## config.mk

```make
export PLATFORM = sky130hd
export DESIGN_NAME = reg_wb_arbiter
export DESIGN_NICKNAME = d
export VERILOG_FILES = /design/src/rtl/reg_wb_arbiter.sv
export SDC_FILE = /design/constraint.sdc
export NUM_CORES = 1
export LEC_CHECK = 0
export BUFFER_PORTS_ARGS = -buffer_cell sky130_fd_sc_hd__buf_2
export CORE_MARGIN = 10
export CORE_UTILIZATION = 45
export CTS_BUF_LIST = sky130_fd_sc_hd__clkbuf_4
export DETAILED_ROUTE_END_ITERATION = 7
export PLACE_DENSITY = 0.79
export SLEW_MARGIN = 40
export SYNTH_ARGS = -nofsm -noshare
export SYNTH_HDL_FRONTEND = slang
export SYNTH_SLANG_ARGS = --single-unit
```

## constraint.sdc

```tcl
create_clock -name clock -period 6.9 [get_ports clock]
set_input_delay 1.38 -clock clock [delete_from_list [all_inputs] [get_ports clock]]
set_output_delay 1.38 -clock clock [all_outputs]
set_load 0.01 [all_outputs]
```

## src/rtl/reg_wb_arbiter.sv

```systemverilog
// ALU/load writeback arbiter for reg_file with pending-write scoreboard; grant is combinational, write lands one cycle later.
// The loser holds until granted; `REG_WB_ROUND_ROBIN_EN alternates conflict winners, otherwise MEM always wins.
package reg_wb_pkg;
    localparam int REG_ADDR_WIDTH = 5;

    typedef logic [31:0] arch_reg;

    typedef struct packed {
        logic                      write_enable;
        logic [REG_ADDR_WIDTH-1:0] addr_rd;
    } reg_file_write_params_t;
endpackage

module reg_wb_arbiter
    import reg_wb_pkg::*;
#(
    parameter int NUM_REGS = 2**REG_ADDR_WIDTH
) (
    input  logic                      clock,
    input  logic                      reset,
    input  logic                      alu_valid,
    output logic                      alu_ready,
    input  logic [REG_ADDR_WIDTH-1:0] alu_addr_rd,
    input  arch_reg                   alu_data,
    input  logic                      mem_valid,
    output logic                      mem_ready,
    input  logic [REG_ADDR_WIDTH-1:0] mem_addr_rd,
    input  arch_reg                   mem_data,
    input  logic                      issue_valid,
    input  logic [REG_ADDR_WIDTH-1:0] issue_addr_rd,
    output reg_file_write_params_t    write_params,
    output arch_reg                   data_rd,
    output logic [NUM_REGS-1:0]       busy
);

    logic                      mem_wins;
    logic                      grant_alu;
    logic                      grant_mem;
    reg_file_write_params_t    wp_q;
    reg_file_write_params_t    wp_d;
    arch_reg                   data_q;
    arch_reg                   data_d;
    logic [NUM_REGS-1:0]       pending_q;
    logic [NUM_REGS-1:0]       pending_d;
    logic                      issue_hits_busy;

`ifdef REG_WB_ROUND_ROBIN_EN
    typedef enum logic {
        LAST_ALU = 1'b0,
        LAST_MEM = 1'b1
    } last_grant_t;

    logic        conflict;
    last_grant_t last_grant_q;
    last_grant_t last_grant_d;

    assign conflict = alu_valid && mem_valid;
    assign mem_wins = (last_grant_q == LAST_ALU);

    // Pointer moves only when both requesters compete.
    always_comb begin
        last_grant_d = last_grant_q;
        if (conflict && !reset) begin
            last_grant_d = mem_wins ? LAST_MEM : LAST_ALU;
        end
    end

    always_ff @(posedge clock or posedge reset) begin
        if (reset) begin
            last_grant_q <= LAST_ALU;
        end else begin
            last_grant_q <= last_grant_d;
        end
    end
`else
    assign mem_wins = 1'b1;
`endif

    always_comb begin
        grant_mem = 1'b0;
        grant_alu = 1'b0;
        if (!reset) begin
            grant_mem = mem_valid && (!alu_valid || mem_wins);
            grant_alu = alu_valid && !grant_mem;
        end
    end

    assign alu_ready = grant_alu;
    assign mem_ready = grant_mem;

    // x0 writes still take the grant but never raise write_enable.
    always_comb begin
        wp_d.write_enable = 1'b0;
        wp_d.addr_rd      = wp_q.addr_rd;
        data_d            = data_q;
        if (grant_alu) begin
            wp_d.addr_rd      = alu_addr_rd;
            wp_d.write_enable = (alu_addr_rd != '0);
            data_d            = alu_data;
        end else if (grant_mem) begin
            wp_d.addr_rd      = mem_addr_rd;
            wp_d.write_enable = (mem_addr_rd != '0);
            data_d            = mem_data;
        end
    end

    // Clear first so a same-edge claim of the retiring register survives.
    always_comb begin
        pending_d = pending_q;
        if (wp_q.write_enable) begin
            pending_d[wp_q.addr_rd] = 1'b0;
        end
        if (issue_valid && (issue_addr_rd != '0)) begin
            pending_d[issue_addr_rd] = 1'b1;
        end
        pending_d[0] = 1'b0;
    end

    always_ff @(posedge clock or posedge reset) begin
        if (reset) begin
            wp_q      <= '0;
            data_q    <= '0;
            pending_q <= '0;
        end else begin
            wp_q      <= wp_d;
            data_q    <= data_d;
            pending_q <= pending_d;
        end
    end

    assign write_params = wp_q;
    assign data_rd      = data_q;
    assign busy         = pending_q;

    assign issue_hits_busy = issue_valid && (issue_addr_rd != '0) && pending_q[issue_addr_rd]
                             && !(wp_q.write_enable && (wp_q.addr_rd == issue_addr_rd));

    a_issue_not_busy: assert property (@(posedge clock) disable iff (reset) !issue_hits_busy)
        else $error("issue to a register with a write already pending");

endmodule

```

# Yosys cells after proc, flatten, opt, wreduce, memory -nomap -nowiden
# Index checks and enable logic that the tools add are counted.
# totals
word_cells	32
input_bits	84
out_inout_bits	72
ff_bits	69
# classes
mux	12
magnitude_cmp	4
n_reduce_logical	9
bitwise	3
# ops
op	n
32-bit 2-to-1 mux	4
32-bit AND	1
32-bit inverter	1
32-bit bitwise OR	1
5-bit nonzero test	3
5-bit by 6-bit less-than comparator with 1-bit output, second input constant	2
6-bit 2-to-1 mux	2
1-bit demux with 5-bit select	2
5-bit by 1-bit >= comparator with 1-bit output, second input constant	2
1-bit logical AND	4
1-bit 2-to-1 mux	4
2-bit nonzero test	1
1-bit zero test	1

# Logic depth before layout (Yosys ltp)
# Gate-level depths: netlist of the first run.
# logic_depth
depth_word	9
depth_mapped	5
mapped_depth_nobuf	3

# Least setup slack after synthesis of the first run
# OpenSTA, ideal clock, no wires.
# synth_timing
kind	in2out
start	input reset
end	output alu_ready
t_required_ns	5.520
path_stages	4
slack_ns	2.101
path_buffers	1
arrival_time_ns	3.419
path_cell_list	buf_2 -> inv_1 -> nand2_1 -> nor2_1
# synth_between
elab_chain_cells	1
# synth_lines
element	line	text
start: declaration	20	input logic reset,
1-bit 2-to-1 mux	82	if (!reset) begin
end: declaration	22	output logic alu_ready,
# Every way passes these cells.

# Final worst setup path of the first run
# layout_timing
start	input mem_valid
end	output mem_ready
# layout_between
elab_chain_cells	1
# layout_lines
element	line	text
start: declaration	25	input logic mem_valid,
1-bit 2-to-1 mux	82	
end: declaration	26	output logic mem_ready,
# Every way passes these cells.

==> flow_summary.ini, run 1 <==
[synth]
synth.avg_cell_area_um2 = 9.888
ys_ff_latch = 69
seq_area_frac_synth_pct = 54.57
syn_nets = 404
yosysTopAreaCell = dfrtp_1
yosysWarnings = 0
synth_cell_type_count = 23
syn_area_mm2 = 0.003164
syn-instance-count = 320
synth_area_leaders = dfrtp_1 55%, a22oi_1 8.8%, o21ai_1 8.2%
yosys.area.top_type_share_pct = 54.57

[clocking]
cts_hold_buf = 0
clk_latency_ns = 0.41
htree_levels = 3
cts.clk_slew.worst_paths_ns = 0.12
ctsLongestPathBuffers = 2
numCtsBuffers = 9
cts_tree = done
cts_resized = 0
cts_setup_buffers = 0
cts.root.buffer_cell = clkbuf_4
clock_sinks = 69

[status]
outcome = finished clean

[power]
power_density_mw_per_mm2 = 275.8
power_mw = 1.132
peakVddDrop_mv = 0.1064
p_leak_nw = 1.839

[placed_design]
port_buffers = 154
placed_area_mm2 = 0.003971
placed_cells = 553
routabilityCongestion = 0.8634
post-dp-hpwl_um = 7753

[setup_path]
path_cells = buf_2 > and2b_1 > buf_2
r2r-start = write_params[1]
crit_top_cell = buf_2
critPathKind = in -> out
crit_path_end_kind = output port
critPathSlowestCell = and2b_1
startpoint = mem_valid
r2r.worst_path.cells = 3
max_stage_delay_ns = 0.74
critPathMaxFanout = 42
crit_arrival_ns = 2.98
cp.required_ns = 5.52
cp-start-kind = primary input
timing.reg2reg.setup_slack_ns = 5.51
worstReg2RegEnd = busy[29]

[grt]
grt_max_degree = 70
grt_pass1_vias = 3311
grtUsageTotal_pct = 18.94
grt_pass1_wl_um = 17150
antenna_found_initial = 0
grt_overflow = 0

[timing]
finalHoldViolCount = 0
fin_crit_sh_pct = 63.24
slew_headroom_pct = 47.17
tns_ns = 0
maxSlewViolCount = 0
skew_ns = 0.009076
tightestPinTransition_ns = 0.7925
post-route-min-period_ns = 4.364
finalSetupViolations = 0
fmaxAchievable_mhz = 229.2
rsz0062_at_grt = no

[finish]
layout.nets = 552
instances_no_fill = 569
syn2layout_area_growth_pct = 29.74
fin_area_mm2 = 0.004105
fillers = 626
antenna_cells = 0
layout-drive-gt1-share_pct = 37.21

[floorplan]
die_area_mm2 = 0.01079
io_pins = 156
fp.dieW_um = 103.9
die_h_um = 103.9
core_mm2 = 0.006832
num_rows = 30
start_util_pct = 46.32

[detailed_routing]
dr.pass1.iters = 4
route.detailed.wl_per_inst_um = 18.45
drt-initial-drc-count = 162
drt-total-wl_um = 10500
viasPerCell = 5.569
drc = 0
ant_nets = 0
vias = 3169

[worst_hold_path]
hold_path_class = reg -> reg
worstHoldStart = data_rd[22]
worstHoldEndpoint = data_rd[22]
hold_depth = 2

[flow_run]
cap_violations = 0
## layout make-up
type	count	area, um^2	share of cell area [%]
Clock buffer	9	67.56	1.646
Clock inverter	7	66.31	1.615
Inverter	1	3.754	0.09144
Multi-Input combinational cell	232	1339	32.61
Sequential cell	69	1727	42.06
Tap cell	96	120.1	2.926
Timing Repair Buffer	155	782.0	19.05
## stage by stage
| step | utilization [%] | setup slack (ns) | hold slack, ns |
|---|---|---|---|
| after CTS | 60.09 | 2.545 | 0.4981 |
| after detailed placement | 58.13 | 2.540 | 0.4709 |
| after global placement | 58.04 | 2.607 | 0.4641 |
| final | 60.09 | 2.536 | 0.4958 |
| after global routing | 60.09 | 2.448 | 0.5184 |
| after floorplan | - | 2.101 | 0.5129 |
## kinds of logic after synthesis
| kind of cell | Yosys count | synth area share, % |
|---|---|---|
| AO/OA/AOI/OAI | 160 | 28.51 |
| AND/OR/NAND/NOR | 71 | 13.60 |
| flip-flops | 69 | 54.57 |
| buffers and inverters | 19 | 3.203 |
| other | 1 | 0.1185 |
## flip-flops by register name, indices dropped and copies added (netlist names)
name	count
busy	31
write_params	6
data_rd	32
## where the power goes
| group | switching [mW] | total [mW] | internal [mW] |
|---|---|---|---|
| clock network | 0.146 | 0.254 | 0.108 |
| logic | 0.183 | 0.325 | 0.142 |
| registers | 0.0593 | 0.553 | 0.494 |
| total | 0.389 | 1.13 | 0.743 |
## worst max-delay path, delay by kind of cell
family                 cells  cell delay (ns)
buffers and inverters      2             0.83
AND/OR/NAND/NOR            1             0.74
## how the worst max path moves through the flow
stage                      endpoint  slack, ns  depth (start not counted)
after floorplan           alu_ready       2.10                          4
after global placement    mem_ready       2.61                          3
after detailed placement  mem_ready       2.54                          3
after CTS                 mem_ready       2.54                          3
after global routing      mem_ready       2.45                          3
final                     mem_ready       2.54                          3
## metal layers
| metal | wire length, um | vias to the layer above | global-route usage, % |
|---|---|---|---|
| met5 | 0 | - | 0 |
| met4 | 126 | 0 | 6.163 |
| met3 | 1134 | 12 | 7.559 |
| met2 | 4701 | 183 | 28.87 |
| met1 | 4535 | 1502 | 23.94 |
| li1 | - | 1472 | - |
## layout by cell type, fill, tap and decap left out
cell        synthesis  routed
a21oi_1            21      21
a22oi_1            37      37
and2b_1             9       9
buf_2               9     154
buf_6               1       1
bufinv_16           0       1
clkbuf_4            0       9
clkinv_1            0       1
clkinv_2            0       2
clkinvlp_4          0       3
conb_1              1       1
dfrtp_1            69      69
inv_2               0       1
nand2_1            19      19
nand3_1             4       4
nand3b_1           10      10
nor2_1              4       4
nor2b_1            15      14
nor2b_2             0       1
o21ai_0            48      48
o21ai_1            52      52
o21bai_2            1       1
o31ai_1             1       1
or3_1               2       2
or3b_1              3       3
or3b_4              3       3
or4_1               2       2
## synth_stat cells (all sizes together)
cell type	n
o21ai	100
nand2	19
nand3	4
buf	13
or3	2
nand3b	10
inv	1
a22oi	37
or3b	6
clkbuf	5
and2b	9
o21bai	1
o31ai	1
or4	2
conb	1
dfrtp	69
nor2	4
nor2b	15
a21oi	21
No activity file was read; power rests on OpenSTA's default activity.
==> inputs of run 2 (changes only) <==
--- a/config.mk
+++ b/config.mk
@@ -5,12 +5,13 @@
 export SDC_FILE = /design/constraint.sdc
 export NUM_CORES = 1
 export LEC_CHECK = 0
+export ABC_AREA = 1
 export BUFFER_PORTS_ARGS = -buffer_cell sky130_fd_sc_hd__buf_2
 export CORE_MARGIN = 10
 export CORE_UTILIZATION = 45
 export CTS_BUF_LIST = sky130_fd_sc_hd__clkbuf_4
 export DETAILED_ROUTE_END_ITERATION = 7
-export PLACE_DENSITY = 0.79
+export PLACE_DENSITY = 0.78
 export SLEW_MARGIN = 40
 export SYNTH_ARGS = -nofsm -noshare
 export SYNTH_HDL_FRONTEND = slang
==> constraint.sdc (replaced) <==
create_clock -name clock -period 4.4 [get_ports clock]
set_input_delay 0.88 -clock clock [delete_from_list [all_inputs] [get_ports clock]]
set_output_delay 0.88 -clock clock [all_outputs]
set_load 0.01 [all_outputs]
==> run 2 against run 1 <==
Effect of this change: worst setup slack got worse by 0.87 ns; clock power rose by 59%; sequential share of layout area down 1.5 points; critical path depth increased by 2; register-to-register slack got worse by 2.3 ns; via count rose by 6.6%; combinational power is 49% higher; worst hold slack got worse by 0.020 ns; sequential power increased by 55%; count of clock-buffer cells in the layout rose by 2; wire length shrank 2.1%; cell area rose by 3.6%; critical path type unchanged.
==> flow_summary.ini, run 2 <==
[status]
outcome = finished clean

[setup_path]
cp.required_ns = 3.52
r2r-start = write_params[2]
crit_path_end_kind = output port
critPathMaxFanout = 39
cp-start-kind = primary input
crit_arrival_ns = 1.85
max_stage_delay_ns = 0.46
cp_num_buf_inv = 4
path_cells = buf_2 > inv_2 > nand2_1 > inv_2 > buf_2
crit_family = buffers and inverters
critPathSlowestCell = inv_2
critPathKind = in -> out
startpoint = reset

[synth]
yosysTopAreaCell = dfrtp_1
yosysMostFrequentCell = nand2_1
syn_area_mm2 = 0.003313
seq_area_frac_synth_pct = 52.11
yosysWarnings = 0
synth_ff_type = dfrtp_1
synth_commonest_cells = 194 x nand2_1, 82 x nand3_1, 69 x dfrtp_1
yosys.area.top_type_share_pct = 52.11
synth_edf_count = 0
synth.avg_cell_area_um2 = 7.945
synth_area_leaders = dfrtp_1 52%, nand2_1 22%, nand3_1 12%
synth_cell_type_count = 19
syn-instance-count = 417
synth_async_sr_flop_share_pct = 100.0
syn_nets = 501
ys_ff_latch = 69

[clocking]
clock_sinks = 69
cts_resized = 0
cts.root.buffer_cell = clkbuf_4
cts_setup_buffers = 0
clk_latency_ns = 0.40
cts_tree = done
numCtsBuffers = 9
cts_hold_buf = 0
ctsLongestPathBuffers = 2
cts.clk_slew.worst_paths_ns = 0.10
htree_levels = 3

[grt]
grtUsageTotal_pct = 18.28
grt_pass1_vias = 3540
grt_overflow = 0
antenna_found_initial = 0
grt_pass1_wl_um = 16930
grt_max_degree = 70

[floorplan]
core_mm2 = 0.007214
die_h_um = 105.8
num_rows = 31
io_pins = 156
fp.dieW_um = 105.8
die_area_mm2 = 0.01119
start_util_pct = 45.92

[finish]
layout.nets = 650
syn2layout_area_growth_pct = 28.36
fillers = 682
instances_no_fill = 670
fin_util_pct = 58.95
final_common_cell = nand2_1
antenna_cells = 0
layout_common_cells = 194 x nand2_1, 154 x buf_2, 82 x nand3_1, 69 x dfrtp_1
largest_reg_flops = 32
fin_area_mm2 = 0.004253
layout-drive-gt1-share_pct = 35.03

[timing]
finalSetupViolations = 0
tightestPinTransition_ns = 0.6128
fin_crit_sh_pct = 62.03
post-route-min-period_ns = 2.729
tns_ns = 0
finalHoldViolCount = 0
rsz0062_at_grt = no
slew_headroom_pct = 59.15
skew_ns = 0.01849
maxSlewViolCount = 0
fmaxAchievable_mhz = 366.4

[placed_design]
routabilityCongestion = 0.8654
placed_area_mm2 = 0.004119
post-dp-hpwl_um = 8022
placed_cells = 654
port_buffers = 154

[detailed_routing]
wl_met3_um = 1189
drc = 0
vias = 3378
drt-total-wl_um = 10280
drt-initial-drc-count = 125
dr.pass1.iters = 5
ant_nets = 0
route.detailed.wl_per_inst_um = 15.34
met1_length_um = 4241
viasPerCell = 5.042
met2WireLength_um = 4677
dr.max_layer_used = met4

[power]
power_density_mw_per_mm2 = 409.8
power_mw = 1.743
pwr-share-comb_pct = 27.7
swShare_pct = 34.15
peakVddDrop_mv = 0.1785
intPower_mw = 1.148
p_sw_uw = 595.1
clkPwrFrac_pct = 23.2
p_seq_share_pct = 49.1
p_leak_nw = 2.165

[worst_hold_path]
hold_path_class = reg -> reg
worstHoldStart = busy[20]

[flow_run]
cap_violations = 0
-- run 2: cell count changes after synthesis, sizes merged, moves of 15 or more --
cell | before | now
o21ai | 100 | 9
a21oi | 21 | 0
nand3 | 4 | 83
nor2b | 15 | 0
a22oi | 37 | 0
nand2 | 19 | 194
-- run 2: path summary, 6_finish.rpt --
kind                            depth (start not counted)              end  slack (ns)
worst max-delay path                                    5        mem_ready        1.67
min in group asynchronous                               3  write_params[4]        0.67
worst max register to register                          5          busy[4]        3.16
worst min-delay path                                    2         busy[20]        0.48
max in group asynchronous                               3      data_rd[29]        3.29
worst min register to register                          2         busy[20]        0.48
-- run 2: power groups by stage --
stage | Combinational, mW | Clock [mW] | Sequential (mW)
3_5_place_dp | 0.493 | 0 | 0.865
6_report | 0.483 | 0.404 | 0.856
4_1_cts | 0.492 | 0.410 | 0.855
2_1_floorplan | 0.193 | 0 | 0.919
3_3_place_gp | 0.479 | 0 | 0.863
5_1_grt | 0.546 | 0.442 | 0.874
-- run 2: through the flow --
| step | hold WS (ns) | worst slack (ns) |
|---|---|---|
| after floorplan | 0.5043 | 1.292 |
| after global placement | 0.4511 | 1.689 |
| after detailed placement | 0.4534 | 1.661 |
| after CTS | 0.4784 | 1.659 |
| after global routing | 0.5163 | 1.567 |
| final | 0.4759 | 1.671 |
-- run 2: cell type report --
class	count	area (um^2)	area share [%]
sequential	69	1727	40.60
multi-input combinational	315	1415	33.27
clock buffer	11	82.58	1.942
inverter	13	48.80	1.147
tap	99	123.9	2.913
timing repair buffer	158	804.5	18.92
clock inverter	5	51.30	1.206
-- run 2: cell families after synthesis --
group                  after synthesis  synth area share (%)
buffers and inverters               33                 5.174
AO/OA/AOI/OAI                        9                 1.359
flip-flops                          69                 52.11
AND/OR/NAND/NOR                    305                 41.24
other                                1                0.1132
-- run 2: per-layer routing --
metal / vias to the layer above / global-route usage (%)
li1: 1635 / -
met1: 1557 / 21.45
met2: 170 / 28.18
met3: 16 / 8.465
met4: 0 / 7.834
met5: - / 0
-- run 2: worst reg2reg max path: cells and delay by family, from the launching register on --
kind	cells	cell delay, ns
buf+inv	1	0.15
flops	1	0.59
simple gates	4	0.41
==> inputs of run 3 (changes only) <==
--- a/config.mk
+++ b/config.mk
@@ -5,13 +5,13 @@
 export SDC_FILE = /design/constraint.sdc
 export NUM_CORES = 1
 export LEC_CHECK = 0
-export ABC_AREA = 1
+export ABC_AREA = 0
 export BUFFER_PORTS_ARGS = -buffer_cell sky130_fd_sc_hd__buf_2
 export CORE_MARGIN = 10
-export CORE_UTILIZATION = 45
+export CORE_UTILIZATION = 43
 export CTS_BUF_LIST = sky130_fd_sc_hd__clkbuf_4
 export DETAILED_ROUTE_END_ITERATION = 7
-export PLACE_DENSITY = 0.78
+export PLACE_DENSITY = 0.79
 export SLEW_MARGIN = 40
 export SYNTH_ARGS = -nofsm -noshare
 export SYNTH_HDL_FRONTEND = slang
==> constraint.sdc (replaced) <==
create_clock -name clock -period 2.4 [get_ports clock]
set_input_delay 0.48 -clock clock [delete_from_list [all_inputs] [get_ports clock]]
set_output_delay 0.48 -clock clock [all_outputs]
set_load 0.01 [all_outputs]
==> run 3 against run 2 <==
Effect of this change: worst setup slack worse by 1.0 ns; largest power group unchanged; critical path type unchanged; non-clock buffer count rose by 2; wire length rose by 1.2%; cell area is 1.7% lower; cell count is 14% lower; critical path depth is the same; count of clock-buffer cells in the layout decreased by 1; core utilization is 0.99 points lower; die area about the same; via count shrank 5.5%; sequential share of layout area is 0.69 points higher; worst hold slack got worse by 0.17 ns.
==> flow_summary.ini, run 3 (synthesis gave the netlist of run 1 again) <==
[detailed_routing]
drc = 0
drt-initial-drc-count = 173
drt-total-wl_um = 10400
viasPerCell = 5.534
vias = 3193
ant_nets = 0
dr.pass1.iters = 5
route.detailed.wl_per_inst_um = 18.02

[clocking]
numCtsBuffers = 9
cts_setup_buffers = 0
clock_sinks = 69
ctsLongestPathBuffers = 2
cts.clk_slew.worst_paths_ns = 0.12
cts_tree = done
cts.root.buffer_cell = clkbuf_4
cts_hold_buf = 0
cts_resized = 0
clk_latency_ns = 0.40
htree_levels = 3

[power]
swShare_pct = 33.00
clkPwrFrac_pct = 25.1
p_sw_mw = 1.117
pwr-share-comb_pct = 28.0
intPower_mw = 2.267
peakVddDrop_mv = 0.3931
p_seq_share_pct = 47.0
p_leak_nw = 1.884
power_density_mw_per_mm2 = 809.3

[grt]
grtUsageTotal_pct = 18.28
grt_pass1_wl_um = 16860
grt_max_degree = 70
antenna_found_initial = 0
grt_pass1_vias = 3375
grt_overflow = 0

[timing]
post-route-min-period_ns = 1.770
finalHoldViolCount = 0
skew_ns = 0.01523
maxSlewViolCount = 0
fmaxAchievable_mhz = 565.0
fin_crit_sh_pct = 73.75
rsz0062_at_grt = no
finalSetupViolations = 0
tightestPinTransition_ns = 0.6253
slew_headroom_pct = 58.29

[floorplan]
fp.dieW_um = 105.8
start_util_pct = 43.86
num_rows = 31
die_area_mm2 = 0.01119
core_mm2 = 0.007214
io_pins = 156
die_h_um = 105.8

[worst_hold_path]
worstHoldEndpoint = data_rd[12]
hold_depth = 3
worstHoldStart = mem_data[12]
hold_path_class = in -> reg

[setup_path]
cp_num_buf_inv = 3
critPathMaxFanout = 21
r2r.worst_path.cells = 3
path_cells = buf_2 > clkinvlp_4 > nand2_2 > nor2_2 > buf_2
crit_path_end_kind = output port
r2r-start = write_params[4]
crit_arrival_ns = 1.29
crit_top_cell = buf_2
timing.reg2reg.setup_slack_ns = 1.02
cp.required_ns = 1.92
crit_family = buffers and inverters
critPathSlowestCell = buf_2
critPathKind = in -> out
max_stage_delay_ns = 0.32
worstReg2RegEnd = busy[18]
cp-start-kind = primary input

[placed_design]
placed_area_mm2 = 0.004019
post-dp-hpwl_um = 7863
port_buffers = 154
routabilityCongestion = 0.8389

[finish]
largest_reg_flops = 32
syn2layout_area_growth_pct = 32.15
layout.nets = 557
fin_area_mm2 = 0.004182
final_common_cell = buf_2
antenna_cells = 0
layout-drive-gt1-share_pct = 38.28
layout_common_cells = 154 x buf_2, 69 x dfrtp_1, 52 x o21ai_1, 48 x o21ai_0, 37 x a22oi_1
fin_util_pct = 57.96

[flow_run]
cap_violations = 0

[status]
outcome = finished clean
## run 3: layer usage
metal	track usage (%)	routed length, um	up-vias
met3	7.674	1153	18
li1	-	-	1488
met5	0	0	-
met4	7.544	223	0
met1	22.87	4352	1505
met2	27.21	4669	182
## run 3: worst min-delay path: stages
cell	delay, ns
buf_2	0.07
a22oi_1	0.05
o21ai_1	0.07
## run 3: power groups by stage
stage	Clock, mW	Sequential (mW)	Combinational, mW
floorplan	0	1.71	0.362
global placement	0	1.60	0.924
detailed placement	0	1.61	0.955
CTS	0.869	1.59	0.957
global route	0.935	1.63	1.05
finish	0.849	1.59	0.946
## run 3: worst max-delay path by stage
| stage | cells past startpoint | start | slack, ns | end |
|---|---|---|---|---|
| final | 5 | reset | 0.63 | alu_ready |
| after global routing | 5 | reset | 0.54 | alu_ready |
| after CTS | 5 | reset | 0.63 | alu_ready |
| after detailed placement | 5 | reset | 0.64 | alu_ready |
| after global placement | 5 | reset | 0.68 | alu_ready |
| after floorplan | 4 | reset | -0.05 | alu_ready |
## run 3: layout make-up
cell class,count,area (um^2)
tap,99,123.9
multi-input combinational,232,1341
sequential,69,1727
clock inverter,6,87.58
inverter,1,7.507
clock buffer,10,75.07
timing repair buffer,160,819.5
fill,639,3033
## run 3: stage by stage
| stage | std cells | hold slack [ns] | setup TNS, ns | setup WS [ns] | power (mW) |
|---|---|---|---|---|---|
| after floorplan | 320 | 0.5129 | -0.05028 | -0.05028 | 2.074 |
| after global placement | 561 | 0.4628 | 0 | 0.6769 | 2.523 |
| after detailed placement | 561 | 0.4746 | 0 | 0.6379 | 2.565 |
| after CTS | 577 | 0.2890 | 0 | 0.6320 | 3.414 |
| after global routing | 577 | 0.2847 | 0 | 0.5438 | 3.610 |
| final | 577 | 0.3015 | 0 | 0.6301 | 3.384 |
